$ cat src/rtl/vend_pkg.sv
`default_nettype none
// +--------------------------------------------------------------------+
// | Module      : vend_pkg                                             |
// | Description : Shared coin encodings and dispenser state type       |
// | Revision    : 1.0 - initial release                                |
// +--------------------------------------------------------------------+
package vend_pkg;

   // Change amounts in 5-unit steps
   localparam logic [1:0] COIN_NONE = 2'b00;
   localparam logic [1:0] COIN_5    = 2'b01;
   localparam logic [1:0] COIN_10   = 2'b10;
   localparam logic [1:0] COIN_15   = 2'b11;

   typedef enum logic [2:0] {
      IDLE  = 3'd0,
      EJECT = 3'd1,
      WAIT  = 3'd2,
      DONE  = 3'd3,
      FAULT = 3'd4
   } state_t;

endpackage
`default_nettype wire

$ cat src/rtl/coin_counter.sv
`default_nettype none
// +--------------------------------------------------------------------+
// | Module      : coin_counter                                         |
// | Description : Hopper inventory, saturating add-by-qty / sub-by-1   |
// | Revision    : 1.0 - initial release                                |
// +--------------------------------------------------------------------+
module coin_counter #(
   parameter int CNT_W = 4
) (
   input  logic             clk,
   input  logic             reset_n,
   input  logic             i_load,
   input  logic [CNT_W-1:0] i_qty,
   input  logic             i_dec,
   output logic [CNT_W-1:0] o_cnt
);

   localparam logic [CNT_W:0] c_max = {1'b0, {CNT_W{1'b1}}};

   logic [CNT_W-1:0] r_cnt;
   logic [CNT_W:0]   w_add;
   logic [CNT_W:0]   w_res;
   logic [CNT_W-1:0] w_next;

   // Add refill first, then take one coin off, then clamp to full scale
   always_comb begin
      w_add = {1'b0, r_cnt} + {1'b0, (i_load ? i_qty : {CNT_W{1'b0}})};
      w_res = w_add;
      if (i_dec && (w_add != '0)) begin
         w_res = w_add - {{CNT_W{1'b0}}, 1'b1};
      end
      w_next = (w_res > c_max) ? c_max[CNT_W-1:0] : w_res[CNT_W-1:0];
   end

   // Inventory register
   always_ff @(posedge clk or negedge reset_n) begin
      if (!reset_n) begin
         r_cnt <= '0;
      end else begin
         r_cnt <= w_next;
      end
   end

   assign o_cnt = r_cnt;

endmodule
`default_nettype wire

$ cat src/rtl/change_dispenser.sv
`default_nettype none
// +--------------------------------------------------------------------+
// | Module      : change_dispenser                                     |
// | Description : Greedy coin-return controller for 5/10-unit hoppers  |
// | Revision    : 1.0 - initial release                                |
// +--------------------------------------------------------------------+
module change_dispenser
   import vend_pkg::*;
#(
   parameter int CNT_W        = 4,
   parameter int PULSE_CYCLES = 4,
   parameter int TIMEOUT      = 16
) (
   input  logic             clk,
   input  logic             reset_n,
   input  logic             req_valid,
   input  logic [1:0]       req_amount,
   output logic             req_ready,
   output logic             eject5,
   output logic             eject10,
   input  logic             sense5,
   input  logic             sense10,
   input  logic             load_valid,
   input  logic             load_sel,
   input  logic [CNT_W-1:0] load_qty,
   output logic             done,
   output logic             short,
   output logic [1:0]       paid,
   output logic             jam,
   output logic [CNT_W-1:0] cnt5,
   output logic [CNT_W-1:0] cnt10
);

   localparam int PW = (PULSE_CYCLES > 1) ? $clog2(PULSE_CYCLES) : 1;
   localparam int TW = (TIMEOUT > 1) ? $clog2(TIMEOUT) : 1;
   localparam logic [PW-1:0] c_pulse_last = PW'(PULSE_CYCLES - 1);
   localparam logic [TW-1:0] c_tmo_last   = TW'(TIMEOUT - 1);

   state_t        r_state, w_state_nxt;
   logic [1:0]    r_rem, w_rem_nxt;
   logic [1:0]    r_amt, w_amt_nxt;
   logic          r_sel10, w_sel10_nxt;
   logic          r_sensed, w_sensed_nxt;
   logic [PW-1:0] r_pcnt, w_pcnt_nxt;
   logic [TW-1:0] r_tcnt, w_tcnt_nxt;
   logic          r_done, w_done_nxt;
   logic          r_short, w_short_nxt;
   logic [1:0]    r_paid, w_paid_nxt;
   logic          w_confirm;

   logic             w_match, w_other;
   logic [1:0]       w_rem_sub;
   logic [CNT_W:0]   w_bonus;
   logic             w_feasible;

   // The sensor belonging to the hopper currently being driven confirms the
   // coin; the other one can only mean a misrouted coin or a jam
   assign w_match   = r_sel10 ? sense10 : sense5;
   assign w_other   = r_sel10 ? sense5  : sense10;
   assign w_rem_sub = r_rem - (r_sel10 ? COIN_10 : COIN_5);

   // rem is at most 3, so at most one 10 is usable
   assign w_bonus    = (req_amount[1] && (cnt10 != '0)) ? (CNT_W+1)'(2) : '0;
   assign w_feasible = (({1'b0, cnt5} + w_bonus) >= (CNT_W+1)'(req_amount));

   // Next-state and next-output decode
   always_comb begin
      w_state_nxt  = r_state;
      w_rem_nxt    = r_rem;
      w_amt_nxt    = r_amt;
      w_sel10_nxt  = r_sel10;
      w_sensed_nxt = r_sensed;
      w_pcnt_nxt   = r_pcnt;
      w_tcnt_nxt   = r_tcnt;
      w_done_nxt   = 1'b0;
      w_short_nxt  = 1'b0;
      w_paid_nxt   = COIN_NONE;
      w_confirm    = 1'b0;
      case (r_state)
         IDLE: begin
            if (req_valid) begin
               w_rem_nxt = req_amount;
               w_amt_nxt = req_amount;
               if ((req_amount == COIN_NONE) || !w_feasible) begin
                  w_state_nxt = DONE;
                  w_done_nxt  = 1'b1;
                  w_short_nxt = !w_feasible;
               end else begin
                  w_state_nxt  = EJECT;
                  w_pcnt_nxt   = '0;
                  w_sensed_nxt = 1'b0;
                  w_sel10_nxt  = req_amount[1] && (cnt10 != '0);
               end
            end
         end
         EJECT, WAIT: begin
            if (w_other) begin
               w_state_nxt = FAULT;
            end else begin
               // A coin is confirmed at most once per pulse
               if (w_match && !(r_state == EJECT && r_sensed)) begin
                  w_confirm    = 1'b1;
                  w_rem_nxt    = w_rem_sub;
                  w_sensed_nxt = 1'b1;
               end
               if ((r_state == WAIT && w_confirm) ||
                   (r_state == EJECT && r_pcnt == c_pulse_last && w_sensed_nxt)) begin
                  if (w_rem_nxt == COIN_NONE) begin
                     w_state_nxt = DONE;
                     w_done_nxt  = 1'b1;
                     w_paid_nxt  = r_amt;
                  end else begin
                     w_state_nxt  = EJECT;
                     w_pcnt_nxt   = '0;
                     w_sensed_nxt = 1'b0;
                     w_sel10_nxt  = w_rem_nxt[1] && (cnt10 != '0);
                  end
               end else if (r_state == EJECT) begin
                  if (r_pcnt == c_pulse_last) begin
                     w_state_nxt = WAIT;
                     w_tcnt_nxt  = '0;
                  end else begin
                     w_pcnt_nxt = r_pcnt + 1'b1;
                  end
               end else if (r_tcnt == c_tmo_last) begin
                  w_state_nxt = FAULT;
               end else begin
                  w_tcnt_nxt = r_tcnt + 1'b1;
               end
            end
         end
         DONE:    w_state_nxt = IDLE;
         FAULT:   w_state_nxt = FAULT;
         default: w_state_nxt = IDLE;
      endcase
   end

   // State and datapath registers
   always_ff @(posedge clk or negedge reset_n) begin
      if (!reset_n) begin
         r_state  <= IDLE;
         r_rem    <= COIN_NONE;
         r_amt    <= COIN_NONE;
         r_sel10  <= 1'b0;
         r_sensed <= 1'b0;
         r_pcnt   <= '0;
         r_tcnt   <= '0;
         r_done   <= 1'b0;
         r_short  <= 1'b0;
         r_paid   <= COIN_NONE;
      end else begin
         r_state  <= w_state_nxt;
         r_rem    <= w_rem_nxt;
         r_amt    <= w_amt_nxt;
         r_sel10  <= w_sel10_nxt;
         r_sensed <= w_sensed_nxt;
         r_pcnt   <= w_pcnt_nxt;
         r_tcnt   <= w_tcnt_nxt;
         r_done   <= w_done_nxt;
         r_short  <= w_short_nxt;
         r_paid   <= w_paid_nxt;
      end
   end

   coin_counter #(.CNT_W(CNT_W)) u_cnt5 (
      .clk     (clk),
      .reset_n (reset_n),
      .i_load  (load_valid && !load_sel),
      .i_qty   (load_qty),
      .i_dec   (w_confirm && !r_sel10),
      .o_cnt   (cnt5)
   );

   coin_counter #(.CNT_W(CNT_W)) u_cnt10 (
      .clk     (clk),
      .reset_n (reset_n),
      .i_load  (load_valid && load_sel),
      .i_qty   (load_qty),
      .i_dec   (w_confirm && r_sel10),
      .o_cnt   (cnt10)
   );

   // Ejects decode straight from reset-cleared state so reset drops them at once
   assign eject5    = (r_state == EJECT) && !r_sel10;
   assign eject10   = (r_state == EJECT) && r_sel10;
   assign req_ready = (r_state == IDLE);
   assign jam       = (r_state == FAULT);
   assign done      = r_done;
   assign short     = r_short;
   assign paid      = r_paid;

endmodule
`default_nettype wire

$ cat config.mk
export PLATFORM = sky130hd
export DESIGN_NAME = change_dispenser
export DESIGN_NICKNAME = d
export VERILOG_FILES = /design/src/rtl/vend_pkg.sv /design/src/rtl/coin_counter.sv /design/src/rtl/change_dispenser.sv
export SDC_FILE = /design/constraint.sdc
export NUM_CORES = 1
export LEC_CHECK = 0
export ABC_AREA = 1
export BUFFER_PORTS_ARGS = -buffer_cell sky130_fd_sc_hd__buf_2
export CORE_MARGIN = 4
export CORE_UTILIZATION = 45
export DETAILED_ROUTE_END_ITERATION = 16
export GPL_TIMING_DRIVEN = 0
export SYNTH_ARGS = -nofsm -noshare
export SYNTH_HDL_FRONTEND = slang
export SYNTH_SLANG_ARGS = --single-unit
$ cat constraint.sdc
create_clock -name clk -period 2.5 [get_ports clk]
set_input_delay 0.25 -clock clk [delete_from_list [all_inputs] [get_ports clk]]
set_output_delay 0.25 -clock clk [all_outputs]
set_load 0.02 [all_outputs]
==> flow_metrics.tcl, run 1 <==
set metrics [dict create \
    cp-start-kind "flip-flop" \
    antenna_found_initial 0 \
    drt-pass1-iter-count 4 \
    clk_latency_ns 0.27 \
    layout.area.seq_um2 676 \
    htree_num_levels 1 \
    reg2reg_depth 15 \
    finalHoldViolations 0 \
    ys_seq_area_share_pct 31.3 \
    start_util_pct 47.9 \
    drv_cap 0 \
    synth_top_family_by_area "simple AND/OR/NAND/NOR gates" \
    clkTransAtPathRegs_ns 0.09 \
    crit_top_cell "nand2_1" \
    power_leakage_uw 0.00137 \
    fin_nets 379 \
    yosys.area_share.simple_pct 38.3 \
    coreArea_um2 4500 \
    finClkSkew_ns 0.00177 \
    gp_congestion 0.833 \
    synth-adder-area-share_pct 11.1 \
    grt.overflow.total 0 \
    tns_ns 0 \
    irDropWorstVdd_uv 575 \
    first_iter_violations 117 \
    reg2reg_slack_ns 0.34 \
    r2r_end "r_sensed" \
    cts_buffers 3 \
    synth_cell_type_count 31 \
    syn-num-nets 345 \
    fin_util_pct 53.7 \
    drv_slew 0 \
    syn_area_per_cell_um2 6.87 \
    power_uw 2680 \
    postSynthCellCount 314 \
    dp_cells 394 \
    layoutNonFillerInstCount 399 \
    drc_errors 0 \
    final_common_cell "nand2_1" \
    power_density_nw_per_um2 1110 \
    worst_pin_slew_ns 0.619 \
    cts_sinks 27 \
    cts_tree "yes" \
    crit_path_top_delay_cell "dfrtp_1" \
    crit_path_end "r_sensed" \
    ios 29 \
    fmax_mhz 463 \
    synth-compound-area-share_pct 7.71 \
    clk_path_buf_depth 2 \
    portBuffers 28 \
    cp_max_fo 5 \
    antenna_cells 0 \
    grt_pass1_vias 1819 \
    wl_per_cell_um 11.7 \
    die_height_um 77.2 \
    ctsResizeCount 0 \
    synth-warning-count 0 \
    syn_area_um2 2160 \
    multi_input_area_um2 1280 \
    ant_nets 0 \
    grt_pass1_wl_mm 8.14 \
    hpwl_mm 3.86 \
    worstSetupPathType "reg2reg" \
    required_ns 2.71 \
    cts-root-buf "clkbuf_8" \
    die_w_um 77.2 \
    cp_slowest_stage_delay_ns 0.42 \
    std_cell_rows 24 \
    viasPerCell 4.81 \
    end_kind "flip-flop" \
    synthMuxAreaShare_pct 0.464 \
    vias 1918 \
    r2r-start "u_cnt10.o_cnt[1]" \
    crit_start "u_cnt10.o_cnt[1]" \
    hold_ws_ns 0.258 \
    synthXorXnorAreaFrac_pct 1.62 \
    drive_gt1_share_pct 15.6 \
    min_period_ns 2.16 \
    grt_max_degree 28 \
    crit_chain "nor2_1, a21oi_1, ha_1, ha_1, inv_1, nand2_1, nor2_1, nand3_1, nand2_1, nand2_1, nand2_1, inv_1, nand2_1, inv_1, nor2_1" \
    grt_usage_pct 16.4 \
    fill_cells 453 \
    status "completed" \
    post-route-period-util_pct 86.4 \
    die-area_um2 5970 \
    area_growth_pct 12.1 \
    wl_mm 4.68 \
    layout_common_cells "nand2_1, inv_1, nor2_1" \
    rsz0062_at_grt "no" \
    synth_seq_cells 27 \
    hold_class "in2reg" \
    critical_path_arrival_ns 2.37 \
    slew_headroom_pct 58.7 \
    setup_viol 0 \
]
==> per-layer routing <==
layer	up-vias	global-route usage, %	wire length (um)
li1	1055	-	-
met1	831	24.8	2590
met2	30	25.0	1890
met3	2	2.69	182
met4	0	2.14	24
met5	-	0	0
==> flip-flops by register name, summed over array words and instances (netlist names) <==
signal and count:
paid 2, r_sensed 1, r_state 3, r_tcnt 4
r_rem 2, short 1, done 1, r_pcnt 2
r_amt 2, u_cnt5.o_cnt 4, u_cnt10.o_cnt 4, r_sel10 1
==> kinds of logic (layout without fill, tap and decap cells) <==
kind of cell	count (synthesis)	count (layout)
flip-flops	27	27
buffers and inverters	54	87
AO/OA/AOI/OAI	27	27
AND/OR/NAND/NOR	183	183
adder cells (fa/ha/maj)	18	18
multiplexers	1	1
XOR/XNOR	4	4
==> where the power goes <==
| part | leakage (uW) | switching [uW] | internal (uW) | total [uW] |
|---|---|---|---|---|
| Clock | 0.0000255 | 139 | 112 | 251 |
| Combinational | 0.00100 | 1080 | 593 | 1670 |
| Sequential | 0.000336 | 154 | 603 | 756 |
==> synth_stat cells <==
| cell type | count | area share, % |
|---|---|---|
| nand2_1 | 90 | 16 |
| inv_1 | 52 | 9.0 |
| nor2_1 | 35 | 6.1 |
| nand3_1 | 28 | 6.5 |
| dfrtp_1 | 27 | 31 |
| ha_1 | 16 | 9.3 |
| nand2_2 | 8 | 2.3 |
| a21oi_1 | 7 | 1.6 |
| o21ai_0 | 7 | 1.6 |
| nor3_1 | 5 | 1.2 |
| nand3b_1 | 4 | 1.4 |
| a31oi_1 | 3 | 0.87 |
| nand2_4 | 3 | 1.6 |
| or2_2 | 3 | 0.87 |
| xnor2_1 | 3 | 1.2 |
| fa_1 | 2 | 1.9 |
| inv_2 | 2 | 0.35 |
| nand4_1 | 2 | 0.58 |
| nor3_2 | 2 | 0.93 |
| o21ai_1 | 2 | 0.46 |
| o21bai_1 | 2 | 0.70 |
| o31ai_1 | 2 | 0.70 |
| a211oi_1 | 1 | 0.35 |
| mux2i_1 | 1 | 0.46 |
| nand3_2 | 1 | 0.46 |
| nor2_2 | 1 | 0.29 |
| nor2_4 | 1 | 0.52 |
| o21a_1 | 1 | 0.35 |
| o21ai_4 | 1 | 0.75 |
| o22ai_1 | 1 | 0.29 |
| xor2_1 | 1 | 0.41 |
==> how the worst min path moves through the flow <==
stage / start / endpoint / slack, ns / depth (start not counted)
6_report: req_amount[0] / r_amt[0] / 0.26 / 3
5_1_grt: req_amount[0] / r_amt[0] / 0.25 / 3
4_1_cts: req_amount[0] / r_amt[0] / 0.25 / 3
3_5_place_dp: reset_n / u_cnt10.o_cnt[1] / 0.31 / 1
3_3_place_gp: reset_n / u_cnt10.o_cnt[1] / 0.30 / 1
2_1_floorplan: reset_n / done / -0.05 / 0
==> timing repair <==
| action | 4_1_cts | 5_1_grt |
|---|---|---|
| hold buffers | 1 | 0 |
| setup endpoints to repair | 0 | 0 |
| endpoints found under the hold margin | 1 | 0 |
| setup buffers | 0 | 0 |
==> stage by stage <==
step / instance area [um^2] / worst slack [ns]
floorplan: 2160 / 0.472
global placement: 2360 / 0.156
detailed placement: 2360 / 0.132
CTS: 2420 / 0.313
global route: 2420 / 0.0921
finish: 2420 / 0.340
==> critical path, delay by kind of cell (launching register included) <==
family / cells / cell delay, ns
flip-flops: 1 / 0.42
buffers and inverters: 3 / 0.14
AND/OR/NAND/NOR: 9 / 0.92
adder cells (fa/ha/maj): 2 / 0.49
AO/OA/AOI/OAI: 1 / 0.12
==> area by class of cell <==
type / instances / share of cell area (%)
Timing Repair Buffer: 29 / 6.21
Clock inverter: 1 / 0.207
Clock buffer: 3 / 1.71
Multi-Input combinational cell: 233 / 52.9
Tap cell: 52 / 2.69
Inverter: 54 / 8.38
Sequential cell: 27 / 27.9
Note: power is estimated with default switching activity, not from simulation.
==> inputs of run 2 (changes only) <==
Settings changed: ABC_AREA 1 to unset, GPL_ROUTABILITY_DRIVEN set to 0.
==> flow_metrics.tcl, run 2 <==
set metrics [dict create \
    layoutNonFillerInstCount 349 \
    intPower_uw 1650 \
    dp_cells 337 \
    syn-num-nets 273 \
    clkTransAtPathRegs_ns 0.09 \
    p_comb_share_pct 66.5 \
    critical_path_arrival_ns 2.62 \
    finClkSkew_ns 0.00459 \
    first_iter_violations 85 \
    power_density_nw_per_um2 1150 \
    postCtsHoldBufs 0 \
    crit_path_top_delay_cell "dfrtp_2" \
    synth-warning-count 0 \
    synth_cell_type_count 58 \
    die_height_um 77.9 \
    layout_common_cells "buf_2, dfrtp_1, nor2_1" \
    grt_pass1_wl_mm 8.54 \
    reg2reg_depth 10 \
    die-area_um2 6070 \
    wl_per_cell_um 14.3 \
    synth_common_cells "dfrtp_1, nor2_1, nand2_1" \
    postSynthCellCount 242 \
    yosys.area.top_type_share_pct 30.7 \
    cp_slowest_stage_delay_ns 0.44 \
    ys.flop_type "dfrtp_1" \
    vias 1928 \
    status "finished, violations left" \
    power_uw 3110 \
    syn_area_um2 2200 \
    clk_path_buf_depth 2 \
    cts_sinks 27 \
    drv_cap 0 \
    cts_buffers 3 \
    crit_chain "nor4_4, nor2b_1, ha_2, ha_4, nand2_2, a21oi_2, o221ai_2, a21boi_4, or3b_4, mux2_4" \
    die_w_um 77.9 \
    rsz0062_at_grt "yes" \
    tns_ns 0 \
    hold_ws_ns -0.0153 \
    worstSetupPathType "reg2reg" \
    synthTopCellsByArea "dfrtp_1, ha_1, nor2_1" \
    power_switching_uw 1450 \
    p_sw_share_pct 46.8 \
    required_ns 2.67 \
    worst-path-buf-inv 0 \
    grt_max_degree 28 \
    grt_usage_pct 17.1 \
    wl_mm 4.98 \
    async_flop_share_pct 100 \
    cts-root-buf "clkbuf_8" \
    cp-start-kind "flip-flop" \
    htree_num_levels 1 \
    violations "negative hold slack" \
    fin_util_pct 57.4 \
    synth_seq_cells 27 \
    portBuffers 28 \
    coreArea_um2 4720 \
    ios 29 \
    cp_max_fo 3 \
    drv_slew 0 \
    std_cell_rows 25 \
    setup_viol 0 \
    cts_tree "yes" \
    p_clk_share_pct 8.0 \
    antenna_found_initial 0 \
    post-route-period-util_pct 98.2 \
    fin_nets 314 \
    seq_power_share_pct 25.5 \
    syn_area_per_cell_um2 9.09 \
    hpwl_mm 3.57 \
    fmax_mhz 408 \
    final_common_cell "buf_2" \
    ys_seq_area_share_pct 30.7 \
    drive_gt1_share_pct 30.1 \
    hold_class "in2async" \
    r2r_end "r_pcnt[0]" \
    grt_pass1_vias 1858 \
    yosys.cell_count.top_type "dfrtp_1" \
    start_util_pct 46.6 \
    drt-pass1-iter-count 4 \
    min_period_ns 2.45 \
    drc_errors 0 \
    reg2reg_slack_ns 0.05 \
    grt.overflow.total 0 \
    worst_pin_slew_ns 0.724 \
    clk_latency_ns 0.27 \
    finalHoldViolations 27 \
    power_leakage_uw 0.00121 \
    irDropWorstVdd_uv 516 \
    r2r-start "u_cnt10.o_cnt[1]" \
    crit_family "simple AND/OR/NAND/NOR gates" \
    ant_nets 0 \
    antenna_cells 0 \
    viasPerCell 5.52 \
    synth_top_cell_by_area "dfrtp_1" \
    synth_edf_count 0 \
    area_growth_pct 23.2 \
    end_kind "flip-flop" \
    slew_headroom_pct 51.6 \
]
## run 2: changes by cell type after synthesis, sizes merged, moves of 4 or more
cell	previous run	this run
nand2	101	18
inv	54	16
nand3	29	6
nor2	37	20
nor2b	0	9
and2	0	8
a21oi	7	14
mux2	0	6
mux2i	1	6
and3	0	4
buf	0	4
nor3b	0	4
## run 2: area by class of cell
type	instances	area, um^2
Inverter	16	60.1
Timing Repair Buffer	36	200
Clock buffer	4	45.0
Multi-Input combinational cell	193	1600
Tap cell	67	83.8
Buffer	6	38.8
Fill cell	430	2010
Sequential cell	27	679
## run 2: metrics by stage
step                      worst slack, ns  hold slack [ns]  cell area (um^2)
after CTS                        -0.00816          0.00322              2620
after floorplan                   0.00295          -0.0456              2240
final                              0.0461          -0.0153              2710
after detailed placement           -0.389            0.302              2460
after global routing               -0.105           0.0281              2710
after global placement             -0.332            0.307              2460
## run 2: cells by family (layout without fill, tap and decap cells)
family,count (synthesis),count (layout),synth area share (%)
buffers and inverters,22,62,4.49
xor gates and xnor gates,9,9,3.58
AOI/OAI and AO/OA,54,54,18.0
adders and majority gates,18,18,10.9
and+or+nand+nor,100,100,26.0
muxes,12,12,6.31
DFF,27,27,30.7
## run 2: what timing repair did
| item | CTS | global route |
|---|---|---|
| hold endpoints to repair | 0 | 0 |
| setup endpoints to repair | 6 | 8 |
| setup buffers | 5 | 3 |
| gates resized for setup | 14 | 15 |
| pin swaps | 5 | 8 |
| gates cloned | 0 | 0 |
## run 2: routing by layer
layer / routed length, um / global-route usage (%)
met1: 2240 / 21.4
met2: 2540 / 31.0
met3: 148 / 2.09
met4: 57 / 4.02
met5: 0 / 0
## run 2: how the worst max path moves through the flow
| stage | startpoint | end | cells after the start |
|---|---|---|---|
| 2_1_floorplan | u_cnt10.o_cnt[0] | u_cnt10.o_cnt[1] | 9 |
| 3_5_place_dp | load_valid | u_cnt5.o_cnt[1] | 12 |
| 3_3_place_gp | load_valid | u_cnt5.o_cnt[1] | 12 |
| 4_1_cts | u_cnt10.o_cnt[0] | r_pcnt[0] | 10 |
| 6_report | u_cnt10.o_cnt[1] | r_pcnt[0] | 10 |
| 5_1_grt | u_cnt10.o_cnt[1] | r_pcnt[0] | 10 |
## run 2: power groups by stage
stage / Clock [uW] / Sequential, uW / Combinational [uW]
3_5_place_dp: 0 / 789 / 1800
6_report: 248 / 791 / 2070
4_1_cts: 258 / 786 / 1940
2_1_floorplan: 0 / 824 / 1360
5_1_grt: 281 / 817 / 2290
3_3_place_gp: 0 / 786 / 1780
==> inputs of run 3 (changes only) <==
Settings changed: GPL_TIMING_DRIVEN 0 to unset, SLEW_MARGIN set to 20.
==> flow_metrics.tcl, run 3 (synthesized netlist as in run 2, its figures left out) <==
set metrics [dict create \
    end_kind "flip-flop" \
    crit_start "u_cnt10.o_cnt[0]" \
    drv_slew 0 \
    antenna_cells 0 \
    cts_sinks 27 \
    cts_tree "yes" \
    slew_headroom_pct 58.9 \
    die_w_um 77.9 \
    htree_num_levels 1 \
    clk_path_buf_depth 2 \
    cts_buffers 3 \
    cp_slowest_stage_delay_ns 0.44 \
    die_height_um 77.9 \
    hold_class "in2reg" \
    layout.area.seq_um2 679 \
    worst-path-buf-inv 2 \
    power_density_nw_per_um2 1130 \
    grt_pass1_wl_mm 8.88 \
    cts-root-buf "clkbuf_8" \
    multi_input_area_um2 1550 \
    drc_errors 0 \
    fin_nets 339 \
    cp_max_fo 4 \
    r2r-start "u_cnt10.o_cnt[0]" \
    crit_path_top_delay_cell "dfrtp_2" \
    worstSetupPathType "reg2reg" \
    clkTransAtPathRegs_ns 0.09 \
    min_period_ns 2.47 \
    hold_ws_ns 0.208 \
    finalHoldViolations 0 \
    drive_gt1_share_pct 33.6 \
    std_cell_rows 25 \
    critical_path_arrival_ns 2.68 \
    crit_family "adder cells" \
    clk_latency_ns 0.27 \
    layoutNonFillerInstCount 374 \
    finClkSkew_ns 0.00261 \
    first_iter_violations 81 \
    fin_util_pct 60.5 \
    power_leakage_uw 0.00133 \
    worst_pin_slew_ns 0.617 \
    fill_cells 410 \
    cp-start-kind "flip-flop" \
    hp-start "req_valid" \
    grt.overflow.total 0 \
    post-route-period-util_pct 98.8 \
    drt-pass1-iter-count 4 \
    wl_mm 5.18 \
    required_ns 2.70 \
    drv_cap 0 \
    status "completed" \
    irDropWorstVdd_uv 521 \
    setup_viol 0 \
    vias 1979 \
    area_growth_pct 29.8 \
    final_common_cell "buf_4" \
    portBuffers 28 \
    wl_per_cell_um 13.8 \
    dp_cells 361 \
    start_util_pct 46.6 \
    ios 29 \
    layout_common_cells "buf_4, buf_2, dfrtp_1" \
    viasPerCell 5.29 \
    ant_nets 0 \
    hpwl_mm 3.98 \
    grt_pass1_vias 1941 \
    coreArea_um2 4720 \
    antenna_found_initial 0 \
    die-area_um2 6070 \
    rsz0062_at_grt "yes" \
    grt_usage_pct 17.9 \
    grt_max_degree 28 \
    fmax_mhz 405 \
    crit_chain "buf_6, ha_4, inv_1, fa_1, ha_2, nand4b_1, nor2_1, a211oi_2, and2_4, mux2_4, a21oi_2" \
]
-- run 3: cell count changes in the layout (fill, tap and decap cells not counted), sizes merged --
cell | before | now
clkinv | 0 | 1
dlygate4sd3 | 0 | 1
buf | 40 | 66
clkbuf | 6 | 3
-- run 3: stage by stage --
step / setup TNS, ns / setup slack [ns] / power [uW] / instance area, um^2
after detailed placement: -0.458 / -0.169 / 2780 / 2650
final: 0 / 0.0296 / 3220 / 2860
after global placement: -0.204 / -0.112 / 2760 / 2650
after CTS: -0.00503 / -0.00503 / 3100 / 2750
after floorplan: 0 / 0.00295 / 2180 / 2240
after global routing: -0.333 / -0.0928 / 3530 / 2860
-- run 3: final cells by class --
cell class                 count  share of cell area [%]
timing repair buffer          67                    15.4
inverter                      16                    2.10
tap                           67                    2.93
clock buffer                   3                    1.44
clock inverter                 1                   0.175
multi-input combinational    193                    54.2
sequential                    27                    23.8
-- run 3: worst reg2reg max path, delay by kind of cell, from the launching register on --
kind | cells | cell delay, ns
adder cells (fa/ha/maj) | 3 | 0.80
flip-flops | 1 | 0.44
AO/OA/AOI/OAI | 2 | 0.35
AND/OR/NAND/NOR | 3 | 0.32
multiplexers | 1 | 0.30
buffers and inverters | 2 | 0.19
-- run 3: final timing paths --
check                                    to  slack (ns)  cells after the start
hold reg to reg                     paid[0]        0.48                      1
hold / removal                         done        0.21                      2
setup / recovery           u_cnt10.o_cnt[1]        0.03                     11
max in group asynchronous  u_cnt10.o_cnt[1]        1.53                      2
setup reg to reg           u_cnt10.o_cnt[1]        0.03                     11
min in group asynchronous          r_amt[1]        0.53                      2
-- run 3: metal layers --
metal / part of all wire (%) / track usage [%] / vias up
li1: - / - / 1013
met1: 44 / 22.9 / 924
met2: 51 / 31.6 / 36
met3: 2.9 / 1.39 / 6
met4: 1.4 / 6.12 / 0
met5: 0 / 0 / -
-- run 3: repair_timing --
action	4_1_cts	5_1_grt
resized for setup	3	15
gates cloned	0	0
endpoints found under the setup margin	4	7
pin swaps	4	7
hold endpoints to repair	7	0
buffers inserted	4	4
hold buffers	1	0
-- run 3: report_power, final --
| part | total (uW) | switching [uW] | internal [uW] |
|---|---|---|---|
| registers | 800 | 188 | 612 |
| logic | 2170 | 1130 | 1040 |
| clock network | 250 | 138 | 112 |
| total | 3220 | 1460 | 1770 |
